==> src/rtl/simplez_io_bus_pkg.sv <==
// Shared constants for the Simplez memory-mapped I/O stage.
// I/O map addresses, status bit index and transmitter state type.
package simplez_io_bus_pkg;

    localparam int DATAW = 12;
    localparam int ADDRW = 9;

    localparam logic [ADDRW-1:0] IO_LEDS   = 9'd508;
    localparam logic [ADDRW-1:0] IO_STATUS = 9'd509;
    localparam logic [ADDRW-1:0] IO_TXDATA = 9'd510;
    localparam logic [ADDRW-1:0] IO_TIMER  = 9'd511;

    localparam int STATUS_TXRDY = 0;

    typedef enum logic {
        TX_IDLE,
        TX_SHIFT
    } tx_state_e;

    function automatic logic is_io(input logic [ADDRW-1:0] a);
        return a >= IO_LEDS;
    endfunction

endpackage

==> src/rtl/simplez_io_bus_if.sv <==
// Simplez CPU-side bus into the I/O stage, plus the I/O pins it drives.
// master = CPU/testbench side, slave = I/O stage side.
interface simplez_io_bus_if;
    import simplez_io_bus_pkg::*;

    logic [ADDRW-1:0] addr;
    logic [DATAW-1:0] data_in;
    logic             wr;
    logic             rd;
    logic             io_sel;
    logic [DATAW-1:0] data_out;
    logic [3:0]       leds;
    logic             tx;

    modport master (
        output addr, data_in, wr, rd,
        input  io_sel, data_out, leds, tx
    );

    modport slave (
        input  addr, data_in, wr, rd,
        output io_sel, data_out, leds, tx
    );

endinterface

==> src/rtl/simplez_io_bus_uart_tx_core.sv <==
// 8N1 serial transmitter: start bit, 8 data bits LSB first, stop bit.
// A start request while busy is ignored.
module uart_tx_core
    import simplez_io_bus_pkg::*;
#(
    parameter int BAUD_DIV = 104
) (
    input  logic       clk,
    input  logic       rst,
    input  logic       start_i,
    input  logic [7:0] data_i,
    output logic       ready_o,
    output logic       tx_o
);

    localparam int CW = (BAUD_DIV > 1) ? $clog2(BAUD_DIV) : 1;

    tx_state_e     state_q, state_d;
    logic [9:0]    shift_q, shift_d;
    logic [CW-1:0] cnt_q, cnt_d;
    logic [3:0]    bit_q, bit_d;

    always_comb begin
        state_d = state_q;
        shift_d = shift_q;
        cnt_d   = cnt_q;
        bit_d   = bit_q;
        unique case (state_q)
            TX_IDLE: begin
                if (start_i) begin
                    shift_d = {1'b1, data_i, 1'b0};
                    cnt_d   = '0;
                    bit_d   = '0;
                    state_d = TX_SHIFT;
                end
            end
            TX_SHIFT: begin
                if (cnt_q == CW'(BAUD_DIV - 1)) begin
                    cnt_d   = '0;
                    shift_d = {1'b1, shift_q[9:1]};
                    if (bit_q == 4'd9) begin
                        state_d = TX_IDLE;
                    end else begin
                        bit_d = bit_q + 4'd1;
                    end
                end else begin
                    cnt_d = cnt_q + CW'(1);
                end
            end
        endcase
    end

    always_ff @(posedge clk or posedge rst) begin
        if (rst) begin
            state_q <= TX_IDLE;
            shift_q <= '1;
            cnt_q   <= '0;
            bit_q   <= '0;
        end else begin
            state_q <= state_d;
            shift_q <= shift_d;
            cnt_q   <= cnt_d;
            bit_q   <= bit_d;
        end
    end

    assign ready_o = (state_q == TX_IDLE);
    assign tx_o    = (state_q == TX_IDLE) ? 1'b1 : shift_q[0];

endmodule

==> src/rtl/simplez_io_bus.sv <==
// Simplez I/O stage: decodes 508..511 (LEDs, TX status, TX data, timer).
// Define SIMPLEZ_IO_TIMER_EN to build the free-running timer at 511.
module simplez_io_bus
    import simplez_io_bus_pkg::*;
#(
    parameter int BAUD_DIV = 104,
    parameter int TICK_DIV = 12000
) (
    input logic             clk,
    input logic             rst,
    simplez_io_bus_if.slave bus
);

    logic             sel;
    logic             wr_io;
    logic             rd_io;
    logic             tx_start;
    logic             tx_ready;
    logic [DATAW-1:0] rdata;
    logic [DATAW-1:0] timer_rd;
    logic [3:0]       leds_q, leds_d;
    logic [DATAW-1:0] dout_q, dout_d;
    logic             unused_data;

    assign sel      = is_io(bus.addr);
    // A simultaneous write wins, so no read happens in that cycle.
    assign wr_io    = bus.wr && sel;
    assign rd_io    = bus.rd && sel && !bus.wr;
    assign tx_start = wr_io && (bus.addr == IO_TXDATA);

    assign unused_data = ^bus.data_in[DATAW-1:8];

    uart_tx_core #(
        .BAUD_DIV (BAUD_DIV)
    ) u_tx (
        .clk     (clk),
        .rst     (rst),
        .start_i (tx_start),
        .data_i  (bus.data_in[7:0]),
        .ready_o (tx_ready),
        .tx_o    (bus.tx)
    );

`ifdef SIMPLEZ_IO_TIMER_EN
    localparam int PW = (TICK_DIV > 1) ? $clog2(TICK_DIV) : 1;

    logic             tmr_clr;
    logic [PW-1:0]    pre_q, pre_d;
    logic [DATAW-1:0] tmr_q, tmr_d;

    assign tmr_clr = wr_io && (bus.addr == IO_TIMER);

    always_comb begin
        pre_d = pre_q;
        tmr_d = tmr_q;
        if (tmr_clr) begin
            pre_d = '0;
            tmr_d = '0;
        end else if (pre_q == PW'(TICK_DIV - 1)) begin
            pre_d = '0;
            tmr_d = tmr_q + DATAW'(1);
        end else begin
            pre_d = pre_q + PW'(1);
        end
    end

    always_ff @(posedge clk or posedge rst) begin
        if (rst) begin
            pre_q <= '0;
            tmr_q <= '0;
        end else begin
            pre_q <= pre_d;
            tmr_q <= tmr_d;
        end
    end

    assign timer_rd = tmr_q;
`else
    assign timer_rd = '0;
`endif

    always_comb begin
        rdata = '0;
        unique case (bus.addr)
            IO_LEDS:   rdata[3:0] = leds_q;
            IO_STATUS: rdata[STATUS_TXRDY] = tx_ready;
            IO_TIMER:  rdata = timer_rd;
            default:   rdata = '0;
        endcase
    end

    always_comb begin
        leds_d = leds_q;
        dout_d = dout_q;
        if (wr_io && (bus.addr == IO_LEDS)) begin
            leds_d = bus.data_in[3:0];
        end
        if (rd_io) begin
            dout_d = rdata;
        end
    end

    always_ff @(posedge clk or posedge rst) begin
        if (rst) begin
            leds_q <= '0;
            dout_q <= '0;
        end else begin
            leds_q <= leds_d;
            dout_q <= dout_d;
        end
    end

    assign bus.io_sel   = sel;
    assign bus.leds     = leds_q;
    assign bus.data_out = dout_q;

endmodule

==> src/flat_wrapper.sv <==
// flat-port wrapper written by rule: the top's interface ports become plain ports
module simplez_io_bus_flat import simplez_io_bus_pkg::*;
#(
    parameter int BAUD_DIV = 104,
    parameter int TICK_DIV = 12000
)
  (clk, rst, bus_addr, bus_data_in, bus_wr, bus_rd, bus_io_sel, bus_data_out, bus_leds, bus_tx);
  simplez_io_bus_if bus_i ();
  input logic clk;
  input logic rst;
  input wire logic [$bits(bus_i.addr)-1:0] bus_addr;
  input wire logic [$bits(bus_i.data_in)-1:0] bus_data_in;
  input wire logic [$bits(bus_i.wr)-1:0] bus_wr;
  input wire logic [$bits(bus_i.rd)-1:0] bus_rd;
  output wire logic [$bits(bus_i.io_sel)-1:0] bus_io_sel;
  output wire logic [$bits(bus_i.data_out)-1:0] bus_data_out;
  output wire logic [$bits(bus_i.leds)-1:0] bus_leds;
  output wire logic [$bits(bus_i.tx)-1:0] bus_tx;
  assign bus_i.addr = bus_addr;
  assign bus_i.data_in = bus_data_in;
  assign bus_i.wr = bus_wr;
  assign bus_i.rd = bus_rd;
  assign bus_io_sel = bus_i.io_sel;
  assign bus_data_out = bus_i.data_out;
  assign bus_leds = bus_i.leds;
  assign bus_tx = bus_i.tx;
  simplez_io_bus #(.BAUD_DIV(BAUD_DIV), .TICK_DIV(TICK_DIV)) u_core (.clk(clk), .rst(rst), .bus(bus_i));
endmodule
==> config.mk <==
export PLATFORM = sky130hd
export DESIGN_NAME = simplez_io_bus_flat
export DESIGN_NICKNAME = d
export VERILOG_FILES = /design/src/rtl/simplez_io_bus_pkg.sv /design/src/rtl/simplez_io_bus_if.sv /design/src/rtl/simplez_io_bus_uart_tx_core.sv /design/src/rtl/simplez_io_bus.sv /design/src/flat_wrapper.sv
export SDC_FILE = /design/constraint.sdc
export NUM_CORES = 1
export LEC_CHECK = 0
export CORE_MARGIN = 1.5
export CORE_UTILIZATION = 47
export DETAILED_ROUTE_END_ITERATION = 10
export HOLD_SLACK_MARGIN = 0.03
export PLACE_DENSITY = 0.79
export SETUP_SLACK_MARGIN = 0.05
export SLEW_MARGIN = 20
export SYNTH_ARGS = -nofsm -noshare
export SYNTH_HDL_FRONTEND = slang
export SYNTH_SLANG_ARGS = --single-unit
==> constraint.sdc <==
create_clock -name clk -period 2 [get_ports clk]
set_clock_uncertainty 0.2 [all_clocks]
set_input_delay 0.6 -clock clk [delete_from_list [all_inputs] [get_ports clk]]
set_output_delay 0.6 -clock clk [all_outputs]
set_load 0.01 [all_outputs]
==> flow_summary.yaml <==
synthesis:
  yosysUniqueCellTypes: 40
  ys_ff_latch: 29
  synth_cells: 150
  ys.warnings.count: 0
  synthFlopType: "dfrtp_1"
  async_reset_ff_share_pct: 100
  ys_seq_area_share_pct: 48.1
  synth_area_per_cell_sq_um: 10.2
  synth_edf_count: 0
  synth_area_sq_um: 1530
power_and_ir_drop:
  swShare_pct: 22.4
  p_leak_nw: 0.926
  switchingPower_mw: 0.273
  ir_drop_mv: 0.504
  power.total_mw: 1.22
  power_density_nw_per_um2: 594
  pwr-share-seq_pct: 49.2
  combPwrFrac_pct: 8.3
  p_clk_share_pct: 42.5
  power.internal_mw: 0.943
sta:
  max_clock_freq_mhz: 524
  hold_violations: 0
  rsz0062_at_grt: "false"
  hold_slack_ps: 289
  final_max_slew_viol_count: 0
  setup_viol_count_final: 0
  period_needed_ps: 1910
  fin_crit_sh_pct: 95.4
  timing.setup.tns_ps: 0
route:
  wirelength_mm: 3.46
  drt_iter0_drc: 30
  drt-vias-per-instance: 5.34
  ant_nets: 0
  drc: 0
  dr.pass1.iters: 4
  num_vias: 1287
  wl_per_cell_microns: 14.4
worst_setup_path:
  path_max_fanout: 2
  critPathRequiredTime_ps: 1200
  cp-end-kind: "primary output"
  path_class: "primary input to primary output"
  crit_path_start_kind: "primary input"
  worstPathArrival_ps: 1110
global_routing:
  busiest_layer: "met2"
  grt_usage_pct: 22.4
  met2_usage_pct: 39.3
  grt_overflow_total: 0
  grt_max_degree: 30
  antenna_found_initial: 0
  grtUsageMet3_pct: 6.49
  grt_pass1_vias: 1299
  grtUsageMet1_pct: 26.0
  grt_pass1_wl_mm: 5.84
die:
  die_area_sq_um: 3610
  pin_count: 43
  placement_rows: 20
  die_w_microns: 60.1
  fp.dieH_microns: 60.1
  start_util_pct: 49.8
  coreArea_sq_um: 3080
final_layout:
  layout_common_cells: "dfrtp_1 (20), buf_4 (14), nand3_1 (11), nand2_1 (11), dlygate4sd2_1 (11)"
  final_core_util_pct: 66.5
  final_common_cell: "dfrtp_1"
  area_delta_synth_final_pct: 33.5
  final_layout_size_suffix_gt1_share_pct: 27.4
  fin_nets: 224
  num-fill-cells: 268
  diodes: 0
clock_network:
  cts_tree: "built"
  h-tree-depth: 2
  cts_buffers: 5
  clock_path_buffers: 2
  post_cts_buffers: 0
  clk_pin_slew_worst_paths_ps: 100
  insertion_delay_ps: 350
  cts_root_buffer: "clkbuf_4"
  clkSinkCount: 29
placed_design:
  port_buffers: 30
  gp_congestion: 0.874
  dp_hpwl_mm: 2.54
outcome:
  status: "complete, no violations"
job:
  maxCapViolCount: 0
hold_path:
  hp-class: "flop to flop"
==> worst max-delay path, stage by stage <==
cell             delay (ps)
clkdlybuf4s15_2         200
nand3_4                  90
nor2_4                  110
buf_6                   110
==> layer usage <==
| metal | vias up | wire, microns |
|---|---|---|
| li1 | 620 | - |
| met1 | 627 | 1430 |
| met2 | 34 | 1800 |
| met3 | 6 | 165 |
| met4 | 0 | 57 |
| met5 | - | 0 |
==> area by class of cell <==
cell class	instances	area [sq um]	area share, %
clock buffers	6	51.3	2.51
clock inverters	2	37.5	1.83
inverters	9	33.8	1.65
multi-input cells	106	746	36.5
flip-flops and latches	29	737	36.0
well taps	44	55.1	2.69
repair buffers	45	385	18.8
==> logic make-up (layout without fill, tap and decap cells) <==
group / Yosys count / after routing / synth area share [%]
AO/OA/AOI/OAI: 38 / 38 / 17.1
XOR/XNOR: 1 / 1 / 0.572
adder cells (fa/ha/maj): 3 / 3 / 2.45
buffers and inverters: 23 / 62 / 8.08
flip-flops: 29 / 29 / 48.1
multiplexers: 11 / 11 / 7.59
other: 1 / 8 / 0.245
AND/OR/NAND/NOR: 44 / 45 / 15.8
==> per-stage QoR <==
step           setup WS, ps  cells  cell area, sq um
2_1_floorplan          53.6    157              1570
3_3_place_gp           -729    232              1960
3_5_place_dp           -743    232              1960
4_1_cts                33.7    241              2060
5_1_grt                53.0    241              2050
6_report               91.2    241              2050
==> power by group through the flow <==
stage	combinational [mW]	clock (mW)	sequential (mW)
2_1_floorplan	0.0383	0	0.612
3_3_place_gp	0.107	0	0.609
3_5_place_dp	0.111	0	0.609
4_1_cts	0.104	0.527	0.598
5_1_grt	0.109	0.554	0.599
6_report	0.100	0.517	0.598
==> cell usage after synthesis, types with 2 or more instances <==
library cell	n	area, sq um
a31oi_1	3	18.8
mux2i_1	6	60.1
inv_1	9	33.8
dfrtp_1	20	500
nand3_1	12	60.1
nor2b_1	2	12.5
a21oi_1	4	20.0
buf_4	8	60.1
o21a_1	6	45.0
nor2_1	6	22.5
o22a_1	6	52.6
o21ai_0	9	45.0
o22ai_1	2	12.5
dfstp_2	9	236
nor4_1	2	12.5
clkbuf_1	5	18.8
mux2_2	5	56.3
ha_1	3	37.5
nand2_1	11	41.3
a32o_1	2	20.0
==> repair_timing <==
item,CTS,global route
resized for setup,40,10
hold buffers,0,0
setup endpoints to repair,34,2
pin swaps,5,3
cloned,1,0
==> final timing paths <==
check	startpoint	to	slack, ps	cells past startpoint
setup / recovery	bus_addr[5]	bus_io_sel	90	4
hold / removal	u_core.u_tx.shift_q[1]	u_core.u_tx.shift_q[1]	290	2
setup reg to reg	u_core.u_tx.bit_q[1]	u_core.u_tx.bit_q[1]	200	6
hold reg to reg	u_core.u_tx.shift_q[1]	u_core.u_tx.shift_q[1]	290	2
max in group asynchronous	rst	u_core.u_tx.shift_q[7]	960	3
min in group asynchronous	rst	u_core.bus.data_out[2]	390	3
==> flip-flops by register name, indices dropped and copies added, names as in the netlist <==
name,cells
u_core.bus.data_out,4
u_core.u_tx.state_q,1
u_core.u_tx.shift_q,9
u_core.bus.leds,4
u_core.u_tx.bit_q,4
u_core.u_tx.cnt_q,7
(Power assumes the default switching activity.)
